--- config.mk ---
export PLATFORM = sky130hd
export DESIGN_NAME = put_get_unit_flat
export DESIGN_NICKNAME = d
export VERILOG_FILES = /design/src/rtl/put_get_unit_if.sv /design/src/rtl/put_get_unit.sv /design/src/flat_wrapper.sv
export SDC_FILE = /design/constraint.sdc
export NUM_CORES = 1
export LEC_CHECK = 0
export ABC_CLOCK_PERIOD_IN_PS = 6100
export CORE_MARGIN = 2
export CORE_UTILIZATION = 60
export DETAILED_ROUTE_END_ITERATION = 10
export GPL_ROUTABILITY_DRIVEN = 0
export PLACE_DENSITY = 0.85
export SLEW_MARGIN = 40
export SYNTH_ARGS = -nofsm -noshare
export SYNTH_HDL_FRONTEND = slang
export SYNTH_SLANG_ARGS = --single-unit
--- constraint.sdc ---
create_clock -name clk -period 6.1 [get_ports clk]
set_input_delay 0.915 -clock clk [delete_from_list [all_inputs] [get_ports clk]]
set_output_delay 0.915 -clock clk [all_outputs]
set_load 0.02 [all_outputs]
--- src/rtl/put_get_unit_if.sv ---
// Bundles the issue, writeback, TX/RX stream and occupancy signals of the
// put/get unit. The unit connects through the slave modport and the
// surrounding core or bench through the master modport.
interface put_get_unit_if #(
    parameter int XLEN  = 32,
    parameter int DEPTH = 4,
    parameter int ID_W  = 3
);
    localparam int CW = $clog2(DEPTH + 1);

    logic            issue_valid;
    logic            issue_ready;
    logic [2:0]      issue_fn3;
    logic [XLEN-1:0] issue_rs1;
    logic [4:0]      issue_rd_addr;
    logic [ID_W-1:0] issue_id;

    logic            wb_valid;
    logic            wb_ready;
    logic [XLEN-1:0] wb_data;
    logic [4:0]      wb_rd_addr;
    logic [ID_W-1:0] wb_id;
    logic            wb_exception;
    logic [4:0]      wb_ecode;

    logic            tx_valid;
    logic            tx_ready;
    logic [XLEN-1:0] tx_data;
    logic            rx_valid;
    logic            rx_ready;
    logic [XLEN-1:0] rx_data;

    logic [CW-1:0]   tx_count;
    logic [CW-1:0]   rx_count;

    modport slave (
        input  issue_valid, issue_fn3, issue_rs1, issue_rd_addr, issue_id,
        output issue_ready,
        output wb_valid, wb_data, wb_rd_addr, wb_id, wb_exception, wb_ecode,
        input  wb_ready,
        output tx_valid, tx_data, input tx_ready,
        input  rx_valid, rx_data, output rx_ready,
        output tx_count, rx_count
    );

    modport master (
        output issue_valid, issue_fn3, issue_rs1, issue_rd_addr, issue_id,
        input  issue_ready,
        input  wb_valid, wb_data, wb_rd_addr, wb_id, wb_exception, wb_ecode,
        output wb_ready,
        input  tx_valid, tx_data, output tx_ready,
        output rx_valid, rx_data, input rx_ready,
        input  tx_count, rx_count
    );
endinterface

--- src/rtl/put_get_unit.sv ---
// Multi-cycle responder for the custom put/get instructions (CUSTOM_T).
// put pushes rs1 into the outbound TX FIFO; get pops the inbound RX FIFO and
// returns the word on writeback. One instruction is in flight at a time.
// Optional feature macro: PUT_GET_TIMEOUT_EN -- when defined, a blocked put or
// get traps after TIMEOUT wait cycles instead of waiting forever.
module put_get_unit #(
    parameter int XLEN    = 32,
    parameter int DEPTH   = 4,
    parameter int ID_W    = 3,
    parameter int TIMEOUT = 256
) (
    input  logic              clk,
    input  logic              rst,
    put_get_unit_if.slave     bus
);
    localparam int AW = $clog2(DEPTH);
    localparam int CW = $clog2(DEPTH + 1);

    localparam logic [2:0] FN3_PUT = 3'b000;
    localparam logic [2:0] FN3_GET = 3'b001;
    localparam logic [4:0] ECODE_ILLEGAL_INST    = 5'd2;
    localparam logic [4:0] ECODE_LOAD_FAULT      = 5'd5;
    localparam logic [4:0] ECODE_STORE_AMO_FAULT = 5'd7;

    if (DEPTH < 2 || (DEPTH & (DEPTH - 1)) != 0 || TIMEOUT < 1) begin : g_bad_param
        $error("put_get_unit: DEPTH must be a power of two >= 2 and TIMEOUT >= 1");
    end

    typedef enum logic [1:0] {IDLE, WAIT_TX, WAIT_RX, RESP} state_t;

    state_t          state, state_n;
    logic [XLEN-1:0] rs1_q;
    logic [4:0]      rd_q;
    logic [ID_W-1:0] id_q;
    logic [XLEN-1:0] wb_data_q;
    logic            wb_exc_q;
    logic [4:0]      wb_ecode_q;

    logic [XLEN-1:0] tx_mem [DEPTH];
    logic [XLEN-1:0] rx_mem [DEPTH];
    logic [AW-1:0]   tx_wr, tx_rd, rx_wr, rx_rd;
    logic [CW-1:0]   tx_cnt, rx_cnt;

    logic            issue_hs;
    logic            tx_full, rx_empty;
    logic            tx_push, tx_pop, rx_fill, rx_pop;
    logic [XLEN-1:0] tx_push_data;
    logic            resp_load, resp_exc;
    logic [XLEN-1:0] resp_data;
    logic [4:0]      resp_ecode;
    logic            timeout_hit;

    assign issue_hs = bus.issue_valid && (state == IDLE);
    // Full/empty come from registered occupancy: a same-cycle pop never
    // makes room for a push, and a same-cycle fill is never poppable.
    assign tx_full  = (tx_cnt == CW'(DEPTH));
    assign rx_empty = (rx_cnt == '0);
    assign tx_pop   = bus.tx_valid && bus.tx_ready;
    assign rx_fill  = bus.rx_valid && bus.rx_ready;

`ifdef PUT_GET_TIMEOUT_EN
    localparam int TW = $clog2(TIMEOUT + 1);
    logic [TW-1:0] wait_cnt;

    assign timeout_hit = (wait_cnt == TW'(TIMEOUT - 1));

    // Wait-cycle counter: zero whenever idle, so it starts fresh on every wait entry
    always_ff @(posedge clk or posedge rst) begin
        if (rst) begin
            wait_cnt <= '0;
        end else if (state == WAIT_TX || state == WAIT_RX) begin
            wait_cnt <= wait_cnt + TW'(1);
        end else begin
            wait_cnt <= '0;
        end
    end
`else
    assign timeout_hit = 1'b0;
`endif

    // Next-state, FIFO push/pop requests and the response to latch on RESP entry
    always_comb begin
        state_n      = state;
        tx_push      = 1'b0;
        tx_push_data = rs1_q;
        rx_pop       = 1'b0;
        resp_load    = 1'b0;
        resp_data    = '0;
        resp_exc     = 1'b0;
        resp_ecode   = '0;
        case (state)
            IDLE: begin
                if (bus.issue_valid) begin
                    case (bus.issue_fn3)
                        FN3_PUT: begin
                            tx_push_data = bus.issue_rs1;
                            if (!tx_full) begin
                                tx_push   = 1'b1;
                                resp_load = 1'b1;
                                state_n   = RESP;
                            end else begin
                                state_n = WAIT_TX;
                            end
                        end
                        FN3_GET: begin
                            if (!rx_empty) begin
                                rx_pop    = 1'b1;
                                resp_load = 1'b1;
                                resp_data = rx_mem[rx_rd];
                                state_n   = RESP;
                            end else begin
                                state_n = WAIT_RX;
                            end
                        end
                        default: begin
                            resp_load  = 1'b1;
                            resp_exc   = 1'b1;
                            resp_ecode = ECODE_ILLEGAL_INST;
                            state_n    = RESP;
                        end
                    endcase
                end
            end
            WAIT_TX: begin
                if (!tx_full) begin
                    tx_push   = 1'b1;
                    resp_load = 1'b1;
                    state_n   = RESP;
                end else if (timeout_hit) begin
                    resp_load  = 1'b1;
                    resp_exc   = 1'b1;
                    resp_ecode = ECODE_STORE_AMO_FAULT;
                    state_n    = RESP;
                end
            end
            WAIT_RX: begin
                if (!rx_empty) begin
                    rx_pop    = 1'b1;
                    resp_load = 1'b1;
                    resp_data = rx_mem[rx_rd];
                    state_n   = RESP;
                end else if (timeout_hit) begin
                    resp_load  = 1'b1;
                    resp_exc   = 1'b1;
                    resp_ecode = ECODE_LOAD_FAULT;
                    state_n    = RESP;
                end
            end
            RESP: begin
                if (bus.wb_ready) begin
                    state_n = IDLE;
                end
            end
            default: state_n = IDLE;
        endcase
    end

    // State, issue tag capture and the writeback result registers
    always_ff @(posedge clk or posedge rst) begin
        if (rst) begin
            state      <= IDLE;
            rd_q       <= '0;
            id_q       <= '0;
            wb_data_q  <= '0;
            wb_exc_q   <= 1'b0;
            wb_ecode_q <= '0;
        end else begin
            state <= state_n;
            if (issue_hs) begin
                rd_q <= bus.issue_rd_addr;
                id_q <= bus.issue_id;
            end
            if (resp_load) begin
                wb_data_q  <= resp_data;
                wb_exc_q   <= resp_exc;
                wb_ecode_q <= resp_ecode;
            end
        end
    end

    // FIFO pointers and occupancy; pointers wrap naturally since DEPTH is 2^AW
    always_ff @(posedge clk or posedge rst) begin
        if (rst) begin
            tx_wr  <= '0;
            tx_rd  <= '0;
            tx_cnt <= '0;
            rx_wr  <= '0;
            rx_rd  <= '0;
            rx_cnt <= '0;
        end else begin
            if (tx_push) tx_wr <= tx_wr + AW'(1);
            if (tx_pop)  tx_rd <= tx_rd + AW'(1);
            if (tx_push && !tx_pop)      tx_cnt <= tx_cnt + CW'(1);
            else if (!tx_push && tx_pop) tx_cnt <= tx_cnt - CW'(1);
            if (rx_fill) rx_wr <= rx_wr + AW'(1);
            if (rx_pop)  rx_rd <= rx_rd + AW'(1);
            if (rx_fill && !rx_pop)      rx_cnt <= rx_cnt + CW'(1);
            else if (!rx_fill && rx_pop) rx_cnt <= rx_cnt - CW'(1);
        end
    end

    // Data storage: FIFO arrays and the rs1 operand held for a blocked put
    always_ff @(posedge clk) begin
        if (issue_hs) rs1_q <= bus.issue_rs1;
        if (tx_push)  tx_mem[tx_wr] <= tx_push_data;
        if (rx_fill)  rx_mem[rx_wr] <= bus.rx_data;
    end

    assign bus.issue_ready  = (state == IDLE);
    assign bus.wb_valid     = (state == RESP);
    assign bus.wb_data      = wb_data_q;
    assign bus.wb_rd_addr   = rd_q;
    assign bus.wb_id        = id_q;
    assign bus.wb_exception = wb_exc_q;
    assign bus.wb_ecode     = wb_ecode_q;
    assign bus.tx_valid     = (tx_cnt != '0);
    assign bus.tx_data      = tx_mem[tx_rd];
    assign bus.rx_ready     = (rx_cnt != CW'(DEPTH));
    assign bus.tx_count     = tx_cnt;
    assign bus.rx_count     = rx_cnt;
endmodule
--- src/flat_wrapper.sv ---
// flat-port wrapper written by rule: the top's interface ports become plain ports
module put_get_unit_flat 
#(
    parameter int XLEN    = 32,
    parameter int DEPTH   = 4,
    parameter int ID_W    = 3,
    parameter int TIMEOUT = 256
)
  (clk, rst, bus_issue_valid, bus_issue_fn3, bus_issue_rs1, bus_issue_rd_addr, bus_issue_id, bus_issue_ready, bus_wb_valid, bus_wb_data, bus_wb_rd_addr, bus_wb_id, bus_wb_exception, bus_wb_ecode, bus_wb_ready, bus_tx_valid, bus_tx_data, bus_tx_ready, bus_rx_valid, bus_rx_data, bus_rx_ready, bus_tx_count, bus_rx_count);
  put_get_unit_if #(.XLEN(XLEN), .DEPTH(DEPTH), .ID_W(ID_W)) bus_i ();
  input  logic clk;
  input  logic rst;
  input wire logic [$bits(bus_i.issue_valid)-1:0] bus_issue_valid;
  input wire logic [$bits(bus_i.issue_fn3)-1:0] bus_issue_fn3;
  input wire logic [$bits(bus_i.issue_rs1)-1:0] bus_issue_rs1;
  input wire logic [$bits(bus_i.issue_rd_addr)-1:0] bus_issue_rd_addr;
  input wire logic [$bits(bus_i.issue_id)-1:0] bus_issue_id;
  output wire logic [$bits(bus_i.issue_ready)-1:0] bus_issue_ready;
  output wire logic [$bits(bus_i.wb_valid)-1:0] bus_wb_valid;
  output wire logic [$bits(bus_i.wb_data)-1:0] bus_wb_data;
  output wire logic [$bits(bus_i.wb_rd_addr)-1:0] bus_wb_rd_addr;
  output wire logic [$bits(bus_i.wb_id)-1:0] bus_wb_id;
  output wire logic [$bits(bus_i.wb_exception)-1:0] bus_wb_exception;
  output wire logic [$bits(bus_i.wb_ecode)-1:0] bus_wb_ecode;
  input wire logic [$bits(bus_i.wb_ready)-1:0] bus_wb_ready;
  output wire logic [$bits(bus_i.tx_valid)-1:0] bus_tx_valid;
  output wire logic [$bits(bus_i.tx_data)-1:0] bus_tx_data;
  input wire logic [$bits(bus_i.tx_ready)-1:0] bus_tx_ready;
  input wire logic [$bits(bus_i.rx_valid)-1:0] bus_rx_valid;
  input wire logic [$bits(bus_i.rx_data)-1:0] bus_rx_data;
  output wire logic [$bits(bus_i.rx_ready)-1:0] bus_rx_ready;
  output wire logic [$bits(bus_i.tx_count)-1:0] bus_tx_count;
  output wire logic [$bits(bus_i.rx_count)-1:0] bus_rx_count;
  assign bus_i.issue_valid = bus_issue_valid;
  assign bus_i.issue_fn3 = bus_issue_fn3;
  assign bus_i.issue_rs1 = bus_issue_rs1;
  assign bus_i.issue_rd_addr = bus_issue_rd_addr;
  assign bus_i.issue_id = bus_issue_id;
  assign bus_issue_ready = bus_i.issue_ready;
  assign bus_wb_valid = bus_i.wb_valid;
  assign bus_wb_data = bus_i.wb_data;
  assign bus_wb_rd_addr = bus_i.wb_rd_addr;
  assign bus_wb_id = bus_i.wb_id;
  assign bus_wb_exception = bus_i.wb_exception;
  assign bus_wb_ecode = bus_i.wb_ecode;
  assign bus_i.wb_ready = bus_wb_ready;
  assign bus_tx_valid = bus_i.tx_valid;
  assign bus_tx_data = bus_i.tx_data;
  assign bus_i.tx_ready = bus_tx_ready;
  assign bus_i.rx_valid = bus_rx_valid;
  assign bus_i.rx_data = bus_rx_data;
  assign bus_rx_ready = bus_i.rx_ready;
  assign bus_tx_count = bus_i.tx_count;
  assign bus_rx_count = bus_i.rx_count;
  put_get_unit #(.XLEN(XLEN), .DEPTH(DEPTH), .ID_W(ID_W), .TIMEOUT(TIMEOUT)) u_core (.clk(clk), .rst(rst), .bus(bus_i));
endmodule
==> metrics list, run 1 <==
- Run status: completed
* Final cycle utilization of the critical path: slightly below 60%
- Final count of negative-setup-slack endpoints: 0
* Critical path arrival: approximately 4.0 ns
- In the synthesized netlist the async set-or-reset flop fraction comes to between 10% and 20%.
- The region available for standard cell placement spans 0.02243 mm^2.
- Wires add up to approximately 27000 um.
- TritonCTS Sinks: about 350
* Max frequency: 0.2816 GHz
- The first global-routing pass estimated 40790 um of wire.
- Port Buf Inserts: roughly 160
* Hold-fix buffer count after cts: 0
* Overall die area: around 0.024 mm^2
* Critical Setup Path Class: in -> reg
- Overall die height: ~150 um
- Number of cells on the worst reg-to-reg path: 13
- The initial antenna violation count was 1.
* Number of buffers added by the clock tree synthesis step: 36
- Startpoint of the worst hold path: u_core.bus.wb_id[0]
- Global routing used a little under a quarter of the available tracks.
- During synthesis, Yosys emitted a total of 0 warnings.
* Sum of negative setup slack: 0 ns
- Number of hold violations in the final report: 0
- Number of flops mapped to enable cells by yosys: ~290
* Residual DRC count: 0
* Total count of max-transition violations in the final report: 0
* Largest fanout on the critical path: 44
- Type of element launching the critical path: input pin
* Remaining max-slew budget at the tightest pin: 55.10%
- Pwr dens: between 500 and 600 mW/mm^2
* Root buffer selected by CTS: sky130_fd_sc_hd__clkbuf_16
* Total power consumption of the routed design: roughly 8.7 mW
- Max-cap violation count: 0
* Fraction of final layout cells sized beyond drive strength 1: a little over a quarter
- Multi-input gate area: between 0.003 and 0.004 mm^2
* Register area: between 0.01 and 0.015 mm^2
- At the pin with the least slew margin, the transition time is 0.6736 ns.
* GR Overflow Total: 0
- Iteration-0 DRC Markers: a little under 500
- After clock tree synthesis, the repair step resized 0 gates.
- The analysis attributes to cell leakage a power of between 5 and 6 nW.
- Share of synthesized area occupied by flip-flops and latches: 74.08%
* Number of instances in the synthesized netlist: ~630
- Clock latency reported for the late side of the worst-skew pair: 0.51 ns
* Number of filler cells placed in the layout: 1247
* HPWL Detailed: roughly 16000 um
- Mean instance size in the synthesized netlist: approximately 21 um^2
- Beginning of the critical path: bus_issue_valid
- In this run the critical register-to-register path is launched from u_core.state[0].
* Placement row count: 55
- Detailed-route wire length per cell: 23.59 um
- Worst-case clock skew: around 0.012 ns
* Seq cells post-synth: ~350
- Routed vias/inst: around 6
- Detailed routing inserted a total of 6617 vias.
- Main synth FF type: sky130_fd_sc_hd__edfxtp_1
- Once the floorplan was initialized, standard cells occupied between 60% and 70% of the core.
* Width of the die: about 150 um
- Cell Area, Synth: approximately 0.014 mm^2
- The first detailed-routing pass ran for 7 iterations.
- Minimum period implied by the final worst setup slack: roughly 3.6 ns
- STA classifies the critical path endpoint as a register.
* Ant diodes: 0
- Vias in the first global route: 7136
- The area growth from synthesis to layout is 23.10%.
* Longest Clk Path Bufs: 3
- At the worst endpoint, the required time is roughly 6.5 ns.
* Pin count of the biggest net entering global routing: 58
* I/O pin count: around 170
- Count of distinct cell types in the synthesized netlist: 39
- Clock-pin slew was measured on the worst setup and hold paths at 0.06 ns.
- Antenna violation net count after detailed routing: 0
* CTS tree: yes
* Worst min-delay path category: reg -> reg
* Setup repair after global routing missed its margin: no
* Worst hold stages: 1
- In the final design database the tool counted 911 nets.
- Once the clock tree was built, the setup fixing pass inserted 0 buffers.
- The H-tree generated during clock tree synthesis spans 2 levels.
- IR analysis of the VDD net gives a maximum drop of slightly below 0.3 mV.
[cells in the mapped netlist (7+ instances only)]
library cell,count,area share [%]
sky130_fd_sc_hd__edfxtp_1,288,64
sky130_fd_sc_hd__mux4_2,64,11
sky130_fd_sc_hd__dfrtp_1,57,10
sky130_fd_sc_hd__mux2_2,48,4.0
sky130_fd_sc_hd__nor3b_1,34,1.9
sky130_fd_sc_hd__mux2_4,30,3.3
sky130_fd_sc_hd__clkbuf_1,16,0.44
sky130_fd_sc_hd__ha_1,14,1.3
sky130_fd_sc_hd__inv_1,13,0.36
sky130_fd_sc_hd__buf_2,10,0.37
sky130_fd_sc_hd__xnor2_1,7,0.45
[registers in the layout, summed over array words and instances (netlist names), 3 cells and up]
register and count:
u_core.rx_mem 128, u_core.tx_mem 128, u_core.bus.wb_data 32, u_core.rs1_q 32, u_core.bus.wb_rd_addr 5, u_core.bus.rx_count 3, u_core.bus.tx_count 3, u_core.bus.wb_id 3
[power by group]
part	switching (mW)	internal [mW]	total (mW)
combinational	1.48	1.54	3.02
clock	0.847	1.31	2.16
sequential	0.306	3.17	3.48
total	2.63	6.02	8.66
[critical path, stage by stage]
cell and delay [ns]:
sky130_fd_sc_hd__clkdlybuf4s50_1 0.48, sky130_fd_sc_hd__and2_2 0.14, sky130_fd_sc_hd__buf_4 0.48, sky130_fd_sc_hd__nand3b_1 0.13, sky130_fd_sc_hd__buf_4 0.31, sky130_fd_sc_hd__a21oi_2 0.38, sky130_fd_sc_hd__ha_1 0.26, sky130_fd_sc_hd__inv_1 0.06
sky130_fd_sc_hd__fa_1 0.39, sky130_fd_sc_hd__xor2_1 0.16, sky130_fd_sc_hd__nor2_1 0.12, sky130_fd_sc_hd__xor2_1 0.17
[per-layer routing]
layer | vias to the layer above | part of all wire [%] | track usage (%)
met5 | - | 0.049 | 0
met3 | 32 | 6.1 | 4.595
li1 | 2889 | - | -
met1 | 3466 | 40 | 29.14
met2 | 228 | 52 | 39.73
met4 | 2 | 1.7 | 5.952
[cells in the final DEF, fill, tap and decap left out, types with 2 or more instances in the layout]
cell / count
sky130_fd_sc_hd__bufinv_16: 3
sky130_fd_sc_hd__clkinv_2: 3
sky130_fd_sc_hd__ha_1: 14
sky130_fd_sc_hd__mux2_2: 48
sky130_fd_sc_hd__xnor2_1: 7
sky130_fd_sc_hd__clkbuf_1: 10
sky130_fd_sc_hd__and3_4: 3
sky130_fd_sc_hd__mux4_2: 64
sky130_fd_sc_hd__and2_4: 4
sky130_fd_sc_hd__mux2_4: 30
sky130_fd_sc_hd__conb_1: 4
sky130_fd_sc_hd__dfrtp_1: 55
sky130_fd_sc_hd__clkdlybuf4s50_1: 164
sky130_fd_sc_hd__inv_1: 12
sky130_fd_sc_hd__clkbuf_8: 6
sky130_fd_sc_hd__buf_4: 7
sky130_fd_sc_hd__xor2_1: 5
sky130_fd_sc_hd__nor2_1: 5
sky130_fd_sc_hd__clkbuf_16: 37
sky130_fd_sc_hd__fa_1: 2
sky130_fd_sc_hd__clkinv_1: 3
sky130_fd_sc_hd__nand2_1: 3
sky130_fd_sc_hd__edfxtp_1: 288
sky130_fd_sc_hd__nor3b_1: 34
[cell type report]
type                    count  share of cell area (%)
clock buffers              53                   6.248
inverters                  13                  0.2915
multi-input cells         244                   19.95
clock inverters            10                  0.7399
well taps                 285                   2.130
flip-flops and latches    345                   60.20
repair buffers            174                   10.44
[stage by stage]
step	std cells	worst slack (ns)	util [%]	instance area [um^2]	hold WS, ns
detailed placement	1061	2.051	69.36	15560	0.4981
global placement	1059	1.950	69.12	15510	0.4921
floorplan	637	3.220	-	13610	0.5340
CTS	1124	2.547	74.57	16730	0.5099
finish	1124	2.549	74.63	16740	0.5066
global route	1124	2.408	74.63	16740	0.5348
[kinds of logic after synthesis]
group / after synthesis / share of synthesized area, %
xor+xnor: 12 / 0.7728
buf+inv: 48 / 1.720
mux: 143 / 17.96
compound gates: 8 / 0.6716
other cells: 1 / 0.02757
simple gates: 61 / 3.192
fa+ha+maj: 16 / 1.582
flops: 345 / 74.08
[path summary, 6_finish.rpt]
check	end	slack, ns
max	u_core.bus.tx_count[2]	2.55
min	u_core.bus.wb_id[0]	0.51
max reg2reg	u_core.bus.tx_count[2]	2.62
min reg2reg	u_core.bus.wb_id[0]	0.51
max in group asynchronous	u_core.tx_rd[0]	4.75
min in group asynchronous	u_core.bus.wb_id[2]	0.86
Note: power is estimated with default switching activity, not from simulation.
==> inputs of run 2 (changes only) <==
Settings changed: ABC_CLOCK_PERIOD_IN_PS 6100 to 3700, CORE_UTILIZATION 60 to 55, PLACE_DENSITY 0.85 to 0.79.
Clock period 6.1 ns to 3.7 ns, I/O delays scaled along.
==> run 2 against run 1 <==
Against the previous run:
- final cell count increased by 4.4%
- clock power grew 71%
- critical path depth is 9 lower
- hold slack got worse by 0.055 ns
- wire length up 0.43%
- critical endpoint is now bus_tx_data[1]
- largest cell class unchanged
- largest power group unchanged
- highest routed layer is now met4
==> metrics list, run 2 (synthesis gave the netlist of run 1 again) <==
- Switching power summed over all nets: 4.402 mW (+67%)
* Port Buf Inserts: 164 (unchanged)
- The number of buffers inserted for hold repair after clock tree synthesis was 0 (unchanged).
* Worst VDD drop: 0.6279 mV (+110%)
- The power density over the cells was 856.9 mW/mm^2 (+66%).
* Int Power: 10.07 mW (+67%)
* HPWL Detailed: 15910 um (+0.18%)
- Number of buffer and inverter stages on the critical path: 2 (-2)
- The run finished with clean final reports.
- The clock skew after layout was 0.01972 ns (+0.007565 ns).
- The normalized max-slew margin is 53.87% (-1.2 points).
* I/O pin count: 169 (unchanged)
- The logic gate share of total power is 35.1% (+0.2 points).
- From synthesis to final layout, the design area changed by 24.16%.
- The number of filler cells placed in the layout came to 1508 (+21%).
- STA classifies the critical path endpoint as an output port.
* Sum of negative setup slack: 0 ns (unchanged)
- Pin count of the biggest net entering global routing: 42 (-28%)
- Dividing the final minimum period by the clock period gives roughly four fifths.
- Number of buffers inserted to repair setup after CTS: 0 (unchanged)
- In this run the worst hold path is classified as in -> async.
* CTS clk-pin slew, worst paths: 0.06 ns (about the same)
- Antenna violation net count after detailed routing: 0 (unchanged)
- Final count of negative-setup-slack endpoints: 0 (unchanged)
- The total global routing overflow came to 0 (unchanged).
- The fraction of final layout cells sized beyond drive strength 1 was 27.95% (+1.5 points).
* Post-Place Worst Slack: 0.6100 ns (-1.441 ns)
- Critical path cell sequence: buf_4 -> mux4_2 -> clkdlybuf4s50_1
- Root buffer selected by CTS: sky130_fd_sc_hd__clkbuf_16
* Detailed-route wire length per cell: 22.71 um (-3.8%)
- The die outline width came to 161.3 um (+4.3%).
- Largest fanout on the critical path: 28 (-36%)
- Subtracting the final worst setup slack from the clock period gives approximately 3.0 ns.
- The area of the placeable core came to 0.02432 mm^2 (+8.4%).
* Longest Clk Path Bufs: 3 (unchanged)
* Total count of max-transition violations in the final report: 0 (unchanged)
- The via density per instance came to 5.654 (-4.0%).
- The total count of hold-check failures in the final report came to 0 (unchanged).
- Overall die height: 161.3 um (+4.3%)
* Critical path arrival: 2.43 ns (-1.54 ns)
- Total length of routed wires: 26630 um (+0.43%)
* Slew of the pin with the lowest slew margin: 0.6919 ns (+0.01834 ns)
* Switching part of the total: 30.43% (about the same)
- The number of global-route vias before repair came to 7109 (-0.38%).
- The post-cts resize count came to 0 (unchanged).
- The final instance area is 0.01689 mm^2 (+0.86%).
- The first-pass GRT wire length is 41180 um (+0.97%).
* Number of buffers added by the clock tree synthesis step: 36 (unchanged)
- The initial core utilization came to 55.92% (-4.7 points).
* Iteration-0 DRC Markers: 457 (-8.0%)
* Max frequency: approximately 0.33 GHz
- Among cell families on the critical path, the largest total delay comes from buffers and inverters.
- The sequential power share came to 39.4% (-0.8 points).
- On the critical path, the stage with the largest delay is an instance of sky130_fd_sc_hd__clkdlybuf4s50_1.
- Number of vias after detailed routing: 6632 (+0.23%)
- Residual DRC count: 0 (unchanged)
* Clock latency reported for the late side of the worst-skew pair: 0.51 ns (about the same)
* Type of element launching the critical path: register
* Most common cell after layout, fill and taps aside: sky130_fd_sc_hd__edfxtp_1
- The final layout net count was 918 (+0.77%).
- Required time at the endpoint of the critical path: 3.14 ns (-3.38 ns)
- H-tree depth: 2 (unchanged)
- The total track usage came to 20.90% (-1.7 points).
- CTS tree: yes
- Placement row count: 57 (+3.6%)
* Clk pwr share: 25.5% (+0.6 points)
* Stage delay of the slowest cell on the critical path: 0.56 ns (+0.08 ns)
* Most used cells in the layout excluding fill and tap cells: 288 x sky130_fd_sc_hd__edfxtp_1, 164 x sky130_fd_sc_hd__clkdlybuf4s50_1, 64 x sky130_fd_sc_hd__mux4_2, 55 x sky130_fd_sc_hd__dfrtp_1, 48 x sky130_fd_sc_hd__mux2_2
* Max-cap violation count: 0 (unchanged)
- Detailed Routing Iterations Pass 1: 5 (-2)
* Overall die area: 0.02600 mm^2 (+8.9%)
* Largest registers in the final layout: u_core.rx_mem x128, u_core.tx_mem x128
- The worst setup path is of the reg -> out kind.
- The initial antenna violation count is 1 (unchanged).
* TritonCTS Sinks: 345 (unchanged)
- The leakage power figure is 5.891 nW (+1.1%).
- Setup repair after global routing missed its margin: no
* Minimum setup slack in the final design: 0.7136 ns (-1.835 ns)
- Placed cell areas: 0.01565 mm^2 (+0.57%)
[run 2: cell types whose count changed in the layout (fill, tap and decap cells not counted), sizes merged]
cell      delta
buf          +7
bufinv       +3
clkbuf       -9
clkinv       +6
clkinvlp     +1
diode        +1
inv          +1
[run 2: metrics by stage]
step                      power [mW]  utilization [%]  cells  hold slack, ns
after floorplan                8.963                -    637          0.5340
after detailed placement       10.88            64.35   1107          0.4967
after CTS                      14.63            69.42   1172          0.4723
final                          14.47            69.43   1173          0.4512
after global placement         10.67            64.29   1107          0.4913
after global routing           15.10            69.42   1172          0.4993
[run 2: power groups by stage]
stage                     Clock [mW]  Combinational [mW]  Sequential [mW]
final                           3.69                5.07             5.70
after global routing            3.93                5.38             5.79
after CTS                       3.77                5.15             5.72
after detailed placement           0                5.12             5.76
after global placement             0                4.97             5.70
after floorplan                    0                3.11             5.85
[run 2: final timing paths]
check	startpoint	endpoint	cells past startpoint	slack, ns
worst max register to register	u_core.state[1]	u_core.bus.tx_count[2]	11	0.95
worst max-delay path	u_core.tx_rd[1]	bus_tx_data[1]	3	0.71
max in group asynchronous	rst	u_core.rx_rd[0]	3	2.63
worst min register to register	u_core.tx_rd[0]	u_core.tx_rd[0]	1	0.50
worst min-delay path	rst	u_core.bus.wb_rd_addr[1]	2	0.45
min in group clk	u_core.tx_rd[0]	u_core.tx_rd[0]	1	0.50
[run 2: per-layer routing]
layer | part of all wire, % | vias up | track usage, %
met5 | 0 | - | 0
met4 | 1.3 | 0 | 4.830
met3 | 7.3 | 33 | 4.622
met2 | 51 | 253 | 35.82
met1 | 40 | 3447 | 27.84
li1 | - | 2899 | -
[run 2: cell type report]
class                           count  area, um^2  area share [%]
Multi-Input combinational cell    244        3333           19.74
Timing Repair Buffer              181        1782           10.55
Clock inverter                     21       274.0           1.623
Sequential cell                   345       10080           59.68
Inverter                           13       51.30          0.3038
Tap cell                          324       405.4           2.401
Antenna cell                        1       2.502         0.01482
Clock buffer                       44       960.9           5.691
==> inputs of run 3 (changes only) <==
Settings changed: ABC_CLOCK_PERIOD_IN_PS 3700 to 2600, CORE_UTILIZATION 55 to 50, PLACE_DENSITY 0.79 to 0.76.
Clock period 3.7 ns to 2.6 ns, I/O delays scaled along.
==> run 3 against run 2 <==
Against the previous run:
- die area rose by 9.7%
- register-to-register slack worse by 0.76 ns
- total power is 38% higher
- first-iteration DRC count up 30%
- setup slack worse by 0.55 ns
- largest cell class unchanged
- hold slack worse by 0.27 ns
- non-clock buffer count grew 11
- sequential share of layout area fell by 0.17 points
- wire length down 2.6%
- final cell count up 2.0%
- utilization down 6.2 points
- clock power grew 26%
==> metrics list, run 3 (synthesis gave the netlist of run 1 again) <==
- The count of buffers from port buffering was 164 (unchanged).
- The leakage power figure came to 5.977 nW (+1.5%).
* Antenna violation net count after detailed routing: 0 (unchanged)
- The routed design could run at a clock period as short as about 2.4 ns.
* GR Overflow Total: 0 (unchanged)
* Remaining max-slew budget at the tightest pin: 60.32% (+6.4 points)
- The number of sinks handled by clock tree synthesis came to 345 (unchanged).
- Total count of max-transition violations in the final report: 0 (unchanged)
* Total power consumption of the routed design: 19.95 mW (+38%)
- Routed vias/inst: 5.546 (-1.9%)
- Overall die height: 168.9 um (+4.8%)
- Largest fanout on the critical path: 26 (-7.1%)
* CTS tree: yes
- The clock skew after layout was 0.01630 ns (-0.003425 ns).
* Multi-input gate area: 0.003336 mm^2 (about the same)
- Setup repair after global routing left no endpoint under its margin.
- The cell depth of the worst flop-to-flop path came to 11 (unchanged).
- The worst reg-to-reg setup slack came to 0.19 ns (-0.76 ns).
- Residual DRC count: 0 (unchanged)
* Run status: completed
- The vias after detailed routing was 6639 (+0.11%).
- I/O pin count: 169 (unchanged)
- The first-pass iteration count of the detailed router is 5 (unchanged).
* Wire length of the first global-routing pass: 40470 um (-1.7%)
- Layout net count: 928 (+1.1%)
- Register area: 0.01008 mm^2 (unchanged)
* Post-route standard cell area excluding fillers: 0.01694 mm^2 (+0.29%)
- The final antenna diode count came to 0 (-1).
- Utilization after layout: 63.19% (-6.2 points)
- Type of element launching the critical path: register
* Most common cell after layout, fill and taps aside: sky130_fd_sc_hd__edfxtp_1
- Number of buffer and inverter stages on the critical path: 2 (unchanged)
- From synthesis to final layout, the design area changed by 24.52%.
- Required time at the endpoint of the critical path: 2.21 ns (-0.93 ns)
- The worst-skew pair later-pin latency was 0.51 ns (about the same).
* Max-cap violation count: 0 (unchanged)
- Iteration-0 DRC Markers: 595 (+30%)
- The die outline width is 168.9 um (+4.8%).
- Gate family responsible for the most delay along the worst path: buffers and inverters
* Placement row count: 60 (+5.3%)
- Std-Cell Core Area: 0.02680 mm^2 (+10%)
- Number of buffers added by the clock tree synthesis step: 35 (-2.8%)
- The final-layout setup total negative slack is 0 ns (unchanged).
- The worst setup path is captured at an output port.
- Critical path cell sequence: buf_12 -> mux4_2 -> dlygate4sd2_1
- The total die area came to 0.02854 mm^2 (+9.7%).
* HPWL Detailed: 16120 um (+1.3%)
- Hold-fix buffer count after cts: 0 (unchanged)
- The data arrival time at the worst-slack endpoint came to 2.05 ns (-0.38 ns).
* Final count of negative-setup-slack endpoints: 0 (unchanged)
- The routed wire length per instance came to 21.67 um (-4.6%).
- Critical path's slowest cell: sky130_fd_sc_hd__mux4_2
- The critical path is of the reg -> out type.
* CTS clk-pin slew, worst paths: 0.06 ns (about the same)
- Placed cell areas: 0.01587 mm^2 (+1.4%)
- The number of filler cells placed in the layout is 1786 (+18%).
* Pin count of the biggest net entering global routing: 42 (unchanged)
- Total length of routed wires: 25940 um (-2.6%)
- The fraction of final layout cells sized beyond drive strength 1 was 27.57% (-0.38 points).
* Worst min-delay path category: in -> async
- Most used cells in the layout excluding fill and tap cells: 288 x sky130_fd_sc_hd__edfxtp_1, 132 x sky130_fd_sc_hd__clkdlybuf4s50_1, 64 x sky130_fd_sc_hd__mux4_2, 55 x sky130_fd_sc_hd__dfrtp_1, 48 x sky130_fd_sc_hd__mux2_2
- CTS placed an instance of sky130_fd_sc_hd__clkbuf_16 at the clock tree root.
- The total track usage is 18.50% (-2.4 points).
- Max frequency: just over 0.4 GHz
- Vias in the first global route: 7268 (+2.2%)
- The initial antenna violation count came to 2 (+1).
- The power density over the cells was 1178 mW/mm^2 (+37%).
- The delay of the slowest cell on the worst path was 0.55 ns (about the same).
* Largest registers in the final layout: u_core.rx_mem x128, u_core.tx_mem x128
- Worst R2R Start: u_core.state[1]
- The worst-case clock buffer depth is 3 (unchanged).
- H-tree depth: 2 (unchanged)
* Final cycle utilization of the critical path: a little over nine tenths
- Slew of the pin with the lowest slew margin: 0.5952 ns (-0.09668 ns)
- Worst VDD drop: 0.7147 mV (+14%)
- The worst register-to-register path ends at u_core.bus.tx_count[2].
* Number of hold violations in the final report: 0 (unchanged)
- The initial core utilization is 50.75% (-5.2 points).
[run 3: changes by cell type in the layout (fill, tap and decap cells not counted), sizes merged]
cell,change
clkinvlp,-1
clkinv,-3
dlygate4sd2,+27
clkbuf,+7
dlymetal6s2s,+5
diode,-1
bufinv,-5
buf,+11
clkdlybuf4s50,-32
inv,-1
[run 3: area by class of cell]
class,instances,share of cell area (%)
sequential,345,59.51
multi-input combinational,244,19.70
timing repair buffer,192,11.70
clock buffer,51,5.837
tap,341,2.519
clock inverter,11,0.4581
inverter,13,0.2881
[run 3: worst register-to-register path, cell delays in order (launching register included)]
cell and delay [ns]:
sky130_fd_sc_hd__dfrtp_1 0.41, sky130_fd_sc_hd__inv_1 0.12, sky130_fd_sc_hd__ha_4 0.17, sky130_fd_sc_hd__and2_2 0.20, sky130_fd_sc_hd__nand3b_1 0.14, sky130_fd_sc_hd__a21oi_2 0.20
sky130_fd_sc_hd__ha_2 0.22, sky130_fd_sc_hd__inv_1 0.05, sky130_fd_sc_hd__fa_1 0.37, sky130_fd_sc_hd__xor2_1 0.16, sky130_fd_sc_hd__nor2_1 0.13, sky130_fd_sc_hd__xor2_1 0.18
[run 3: timing repair]
action | 4_1_cts | 5_1_grt
setup endpoints to repair | 27 | 6
gates cloned | 0 | 0
gates resized for setup | 27 | 8
buffers inserted | 0 | 1
pin swaps | 0 | 1
[run 3: worst max path at each step]
stage / slack (ns) / end / start / depth (start not counted)
final: 0.16 / bus_tx_data[12] / u_core.tx_rd[0] / 3
after global placement: 0.04 / u_core.bus.rx_count[1] / bus_issue_fn3[1] / 8
after global routing: 0.04 / u_core.bus.tx_count[2] / u_core.state[0] / 11
after floorplan: 0.01 / u_core.bus.tx_count[2] / u_core.state[0] / 12
after detailed placement: -0.06 / u_core.bus.tx_count[2] / bus_issue_fn3[1] / 10
after CTS: 0.00006 / bus_tx_data[30] / u_core.tx_rd[0] / 3
[run 3: per-layer routing]
metal	track usage, %	wire length [um]
met1	24.10	10450
met2	31.52	13230
met3	4.255	1879
met4	5.247	353
met5	0	25
[run 3: per-stage QoR]
stage | cells | worst slack (ns) | hold slack (ns)
after floorplan | 637 | 0.01007 | 0.4889
after global placement | 1134 | 0.03501 | 0.4915
after detailed placement | 1134 | -0.05742 | 0.4955
after CTS | 1196 | 0.00005729 | 0.1734
after global routing | 1197 | 0.04492 | 0.2182
final | 1197 | 0.1639 | 0.1780
[run 3: report_power, final]
| part | switching (mW) | internal (mW) |
|---|---|---|
| Clock | 1.92 | 2.74 |
| Sequential | 0.571 | 7.43 |
| Combinational | 3.64 | 3.65 |
| Total | 6.13 | 13.8 |
